==> config.mk <==
export PLATFORM = sky130hd
export DESIGN_NAME = fetch_unit
export DESIGN_NICKNAME = d
export VERILOG_FILES = /design/src/rtl/fetch_unit_pkg.sv /design/src/rtl/fetch_buf.sv /design/src/rtl/fetch_unit.sv
export SDC_FILE = /design/constraint.sdc
export NUM_CORES = 1
export LEC_CHECK = 0
export BUFFER_PORTS_ARGS = -buffer_cell sky130_fd_sc_hd__buf_2
export CAP_MARGIN = 0
export CORE_AREA = 2 2 159 161
export CTS_CLUSTER_DIAMETER = 30
export CTS_CLUSTER_SIZE = 30
export DETAILED_ROUTE_END_ITERATION = 6
export DIE_AREA = 0 0 161 163
export PLACE_DENSITY = 0.61
export SKIP_LAST_GASP = 1
export SYNTH_ARGS = -nofsm -noshare
export SYNTH_HDL_FRONTEND = slang
export SYNTH_HIERARCHICAL = 1
export SYNTH_SLANG_ARGS = --single-unit
==> constraint.sdc <==
create_clock -name clk -period 4.55 [get_ports clk]
set_input_delay 0 -clock clk [delete_from_list [all_inputs] [get_ports clk]]
set_output_delay 0 -clock clk [all_outputs]
set_load 0.03 [all_outputs]
==> src/rtl/fetch_unit_pkg.sv <==
// Shared types and constants for the instruction fetch unit.
//   fetch_state_e : fetch FSM states (run / flush of stale responses)
//   PcInc         : sequential fetch increment
//   buf_entry_t   : fetch-buffer entry {pc, inst, filled}
//   align_pc()    : clears the two low address bits of a redirect target
package fetch_unit_pkg;

  typedef enum logic [0:0] {
    StRun   = 1'b0,
    StFlush = 1'b1
  } fetch_state_e;

  localparam logic [31:0] PcInc = 32'h4;

  typedef struct packed {
    logic [31:0] pc;
    logic [31:0] inst;
    logic        filled;
  } buf_entry_t;

  function automatic logic [31:0] align_pc(input logic [31:0] addr);
    return {addr[31:2], 2'b00};
  endfunction

endpackage

==> src/rtl/fetch_buf.sv <==
// In-order fetch buffer: entries are allocated when a request is accepted,
// filled in order by memory responses, and popped in order by decode.
// Ports:
//   clk_i, rst_i          clock, synchronous active-high reset
//   clr_i                 drop every entry (redirect)
//   alloc_i, alloc_pc_i   allocate a new tail entry for a request
//   fill_i, fill_inst_i   fill the oldest unfilled entry
//   pop_i                 remove the head entry
//   head_pc_o/inst_o/filled_o  head entry contents (filled_o is 0 when empty)
//   count_o               allocated entries
//   pend_o                allocated but not yet filled entries
module fetch_buf
  import fetch_unit_pkg::*;
#(
  parameter int unsigned ENTRIES = 2,
  parameter int unsigned CntW    = $clog2(ENTRIES) + 1
) (
  input  logic            clk_i,
  input  logic            rst_i,
  input  logic            clr_i,
  input  logic            alloc_i,
  input  logic [31:0]     alloc_pc_i,
  input  logic            fill_i,
  input  logic [31:0]     fill_inst_i,
  input  logic            pop_i,
  output logic [31:0]     head_pc_o,
  output logic [31:0]     head_inst_o,
  output logic            head_filled_o,
  output logic [CntW-1:0] count_o,
  output logic [CntW-1:0] pend_o
);

  localparam int unsigned PtrW = $clog2(ENTRIES);

  // ENTRIES is a power of two, so the pointers wrap naturally.
  logic [PtrW-1:0] rd_q, wr_q, fl_q;
  logic [CntW-1:0] cnt_q, pend_q;
  buf_entry_t      mem_q [ENTRIES];

  // Entry storage carries no reset: an entry is only visible once it has
  // been allocated, and allocation rewrites it completely.
  always_ff @(posedge clk_i) begin
    if (!rst_i && !clr_i) begin
      if (alloc_i) begin
        mem_q[wr_q] <= '{pc: alloc_pc_i, inst: 32'h0, filled: 1'b0};
      end
      if (fill_i) begin
        mem_q[fl_q].inst   <= fill_inst_i;
        mem_q[fl_q].filled <= 1'b1;
      end
    end
  end

  always_ff @(posedge clk_i) begin
    if (rst_i || clr_i) begin
      rd_q   <= '0;
      wr_q   <= '0;
      fl_q   <= '0;
      cnt_q  <= '0;
      pend_q <= '0;
    end else begin
      if (alloc_i) wr_q <= wr_q + PtrW'(1);
      if (fill_i)  fl_q <= fl_q + PtrW'(1);
      if (pop_i)   rd_q <= rd_q + PtrW'(1);
      cnt_q  <= cnt_q + CntW'(alloc_i) - CntW'(pop_i);
      pend_q <= pend_q + CntW'(alloc_i) - CntW'(fill_i);
    end
  end

  always_comb begin
    head_pc_o     = mem_q[rd_q].pc;
    head_inst_o   = mem_q[rd_q].inst;
    head_filled_o = (cnt_q != '0) && mem_q[rd_q].filled;
    count_o       = cnt_q;
    pend_o        = pend_q;
  end

endmodule

==> src/rtl/fetch_unit.sv <==
// Instruction fetch unit: issues sequential word fetches, buffers returned
// instructions in order for decode, and handles redirects by flushing the
// buffer and discarding responses still in flight.
// Ports:
//   clk, rst                      clock, synchronous active-high reset
//   redirect, redirect_pc         taken branch/jump and its target
//   imem_req_valid/ready/addr     instruction memory request channel
//   imem_rsp_valid/data           in-order instruction return (latency >= 1)
//   id_valid/ready, id_inst/pc    decode handoff
//   fetch_misalign                misaligned redirect trap (only when
//                                 FETCH_MISALIGN_TRAP_EN is defined)
// Parameters: RESET_PC first fetch address; ENTRIES buffer depth (2 or 4).
// Build option: define FETCH_MISALIGN_TRAP_EN to trap misaligned redirects
// instead of silently clearing the low target bits.
module fetch_unit
  import fetch_unit_pkg::*;
#(
  parameter logic [31:0] RESET_PC = 32'h0000_0000,
  parameter int unsigned ENTRIES  = 2
) (
  input  logic        clk,
  input  logic        rst,
  input  logic        redirect,
  input  logic [31:0] redirect_pc,
  output logic        imem_req_valid,
  input  logic        imem_req_ready,
  output logic [31:0] imem_req_addr,
  input  logic        imem_rsp_valid,
  input  logic [31:0] imem_rsp_data,
  output logic        id_valid,
  input  logic        id_ready,
  output logic [31:0] id_inst,
  output logic [31:0] id_pc
`ifdef FETCH_MISALIGN_TRAP_EN
  ,
  output logic        fetch_misalign
`endif
);

  localparam int unsigned CntW = $clog2(ENTRIES) + 1;

  fetch_state_e    state_q;
  logic [31:0]     pc_q;
  logic [CntW-1:0] drop_q;

  logic [31:0]     head_pc, head_inst;
  logic            head_filled;
  logic [CntW-1:0] buf_cnt, buf_pend;
  logic            buf_full, pop, accept, fill;
  logic [CntW-1:0] inflight_base, redir_drop;
  logic            rsp_hit, trap, hold_trap;

`ifdef FETCH_MISALIGN_TRAP_EN
  logic misalign_q;
  assign trap           = redirect && (redirect_pc[1:0] != 2'b00);
  assign hold_trap      = misalign_q;
  assign fetch_misalign = misalign_q;
`else
  assign trap      = 1'b0;
  assign hold_trap = 1'b0;
`endif

  assign buf_full = (buf_cnt == CntW'(ENTRIES));

  // Redirect hides the head immediately so a stale instruction never leaves.
  assign id_valid = head_filled && !redirect && !rst;
  assign id_inst  = id_valid ? head_inst : 32'h0;
  assign id_pc    = id_valid ? head_pc : 32'h0;
  assign pop      = id_valid && id_ready;

  // A pop frees the head slot this cycle, so a full buffer may still request.
  assign imem_req_valid = !rst && (state_q == StRun) && (!buf_full || pop);
  assign imem_req_addr  = pc_q;
  assign accept         = imem_req_valid && imem_req_ready;

  // In flush, responses are discarded rather than written to the buffer.
  assign fill = imem_rsp_valid && (state_q == StRun) && (buf_pend != '0);

  // Outstanding requests at a redirect: unfilled entries (or the remaining
  // drop count while flushing) plus one accepted now, minus a response
  // arriving now. A same-cycle request cannot return in the same cycle.
  always_comb begin
    inflight_base = (state_q == StFlush) ? drop_q : buf_pend;
    rsp_hit       = imem_rsp_valid && (inflight_base != '0);
    redir_drop    = inflight_base - CntW'(rsp_hit)
                  + CntW'(accept && (state_q == StRun));
  end

  always_ff @(posedge clk) begin
    if (rst) begin
      state_q <= StRun;
      pc_q    <= RESET_PC;
      drop_q  <= '0;
`ifdef FETCH_MISALIGN_TRAP_EN
      misalign_q <= 1'b0;
`endif
    end else if (redirect) begin
      pc_q    <= align_pc(redirect_pc);
      drop_q  <= redir_drop;
      state_q <= ((redir_drop != '0) || trap) ? StFlush : StRun;
`ifdef FETCH_MISALIGN_TRAP_EN
      misalign_q <= trap;
`endif
    end else begin
      unique case (state_q)
        StRun: begin
          if (accept) pc_q <= pc_q + PcInc;
        end
        StFlush: begin
          if (imem_rsp_valid && (drop_q != '0)) drop_q <= drop_q - CntW'(1);
          // A pending misalign trap parks the unit here until the next redirect.
          if (!hold_trap &&
              ((drop_q == '0) || ((drop_q == CntW'(1)) && imem_rsp_valid))) begin
            state_q <= StRun;
          end
        end
        default: state_q <= StRun;
      endcase
    end
  end

  fetch_buf #(
    .ENTRIES(ENTRIES),
    .CntW   (CntW)
  ) u_buf (
    .clk_i        (clk),
    .rst_i        (rst),
    .clr_i        (redirect),
    .alloc_i      (accept),
    .alloc_pc_i   (pc_q),
    .fill_i       (fill),
    .fill_inst_i  (imem_rsp_data),
    .pop_i        (pop),
    .head_pc_o    (head_pc),
    .head_inst_o  (head_inst),
    .head_filled_o(head_filled),
    .count_o      (buf_cnt),
    .pend_o       (buf_pend)
  );

endmodule

==> metrics <==
syn_area_per_cell about 12 µm²; Fin. Hold Viols 0; Final min period ~3.6 ns; Data arrival, critical path between 3 and 4 ns; All-Layer GR Usage 14.3%; root buf cell clkbuf_16; layout cell share with drive strength beyond 1 32.0%; HPWL after DPL roughly 12000 µm; placed insts roughly 1100; Multi-input gate area about 0.0031 mm²; detailed-router iteration count before antenna repair 4; height of the chip about 160 µm; register area about 0.0047 mm²; Placement Setup Slack ~0.88 ns; Max Transition Viols Final 0; worst skew pair latency 0.42 ns; largest net degree at the start of global routing 67; post-DR wirelength/cell roughly 15 µm; Slew @ Worst Pin just under 1 ns; initial DRC count 340; Max-cap violations 0; worst-path maximum fanout 66; Port Buffers 163; async set-or-reset flop fraction in the synthesized netlist 0%; Leakage approximately 4.1 nW; Clock transition at path regs approximately 0.070 ns; Post-CTS Setup Bufs 0; initial antenna violation count 0; Final #Nets between 900 and 1000; htree depth 4; Num CTS Buffers 17; unrepaired setup endpoints after global routing no; status finished clean; layout overhead on the synthesized area 29.6%; Startpoint Class register; synthesized area ~0.008 mm²; I/O Pins around 170; #FFs+latches synth between 150 and 200; clock skew between 0.015 and 0.02 ns; flop-to-flop setup slack 0.92 ns; vias per cell around 4.6; commonest non-fill, non-tap cell in the layout buf_2; highest-count cells in the layout ignoring fill and taps buf_2 (163), and2_1 (131), edfxtp_1 (128); Synth Flop Type edfxtp_1; final cell count without fillers roughly 1200; YS warnings 6; Layout fillers around 2300; CP Capture Type register; Synth cell types approximately 50; critical path class reg -> reg; final design utilization around 42%; Setup TNS 0 ns; Inserted Diodes 0; final setup fails 0; grt ovf 0; final wirelength about 19000 µm; core box area between 0.02 and 0.025 mm²; Hold Buf Count CTS 63; maximum VDD drop about 190 µV; slew margin rel. 33.2%; global-route wire length before repair 29200 µm; min setup slack post-route ~0.92 ns; placer congestion estimate approximately 0.77; register area share after synthesis approximately three fifths; CP required 4.58 ns; die width about 160 µm; Gate Count Post-Synth 646; Placed Area 0.00917 mm²; Hold Path Class in -> reg; Post-CTS Resized 0; Max Clock Freq around 280 MHz; Synth top area share between 40% and 50%; Tcrit/Tclk final between 70% and 80%; number of synthesized flops with an enable pin approximately 130; clock buffer depth 2; Antenna Nets Post-Route 0; Area contributors post-synth edfxtp_1 (48%), dfxtp_1 (11%), and2_1 (10%); largest area contributor in the netlist edfxtp_1; die area roughly 0.026 mm²; Post-Layout Inst Area 0.0104 mm²; PD cells roughly 330 mW/mm²; DR vias ~5500; Clock Sinks approximately 170; DRC viols 0; CTS tree done; number of global-route vias before repair around 5400; row cnt 58; Initial Util between 30% and 40%
==> synth_stat cells (14+ instances only) <==
master,count
and2_1,131
nand2_1,23
nor2_1,34
edfxtp_1,128
nand4_1,17
mux2_2,64
clkbuf_1,17
dfxtp_1,43
a211oi_1,21
xnor2_1,18
inv_1,22
xor2_1,14
==> layer usage <==
layer | vias to the layer above | wire length [µm] | global-route usage [%]
met5 | - | 0 | 0
met1 | 2653 | 8640 | 18.8
met2 | 140 | 9040 | 24.1
met3 | 9 | 963 | 3.34
li1 | 2740 | - | -
met4 | 0 | 122 | 3.45
==> cell type report <==
class	count	area share (%)
Inverter	23	0.831
Tap cell	330	3.98
Sequential cell	171	45.3
Timing Repair Buffer	235	14.6
Clock buffer	18	4.13
Clock inverter	14	1.52
Multi-Input combinational cell	421	29.6
==> flip-flops by register name (all words and copies together) (netlist names), named ones only <==
register	count
u_buf/rd_q	1
u_buf/fl_q	1
drop_q	2
imem_req_addr	30
u_buf/wr_q	1
state_q	1
u_buf/mem_q	130
u_buf/pend_o	2
u_buf/count_o	2
==> final timing paths <==
| check | start | to | cells after the start |
|---|---|---|---|
| setup / recovery | register | u_buf/mem_q[1][15] | 7 |
| hold reg to reg | u_buf/mem_q[1][0] | u_buf/mem_q[1][0] | 1 |
| hold / removal | redirect | drop_q[0] | 3 |
| setup reg to reg | register | u_buf/mem_q[1][15] | 7 |
==> report_power, final <==
group          internal, mW  switching (mW)  total, mW
Sequential             1.70          0.0446       1.75
Combinational         0.119           0.139      0.258
Clock                 0.823           0.627       1.45
==> cell families (layout without fill, tap and decap cells) <==
logic type	after synthesis	in the layout	synth area share (%)
AO/OA/AOI/OAI	54	54	4.72
XOR/XNOR	34	34	4.06
adder cells (fa/ha/maj)	9	9	1.41
buffers and inverters	59	290	3.39
flip-flops	171	171	58.7
multiplexers	67	67	9.37
other	1	6	0.0468
AND/OR/NAND/NOR	251	251	18.3
==> worst max-delay path, stage by stage, from the launching register on <==
cell and delay, ns:
dfxtp_4 1.01, o22ai_1 0.16, a21oi_1 0.20, nand4bb_1 0.26, a21o_4 0.34, inv_1 0.18
buf_4 0.25, a31o_2 0.82
==> per-stage QoR <==
stage	total power [mW]	hold WS (ns)
after floorplan	1.91	0.109
after global placement	2.00	0.215
after detailed placement	2.00	0.223
after CTS	3.50	0.0288
after global routing	3.59	0.0528
final	3.46	0.0539
No activity file was read; power rests on OpenSTA's default activity.
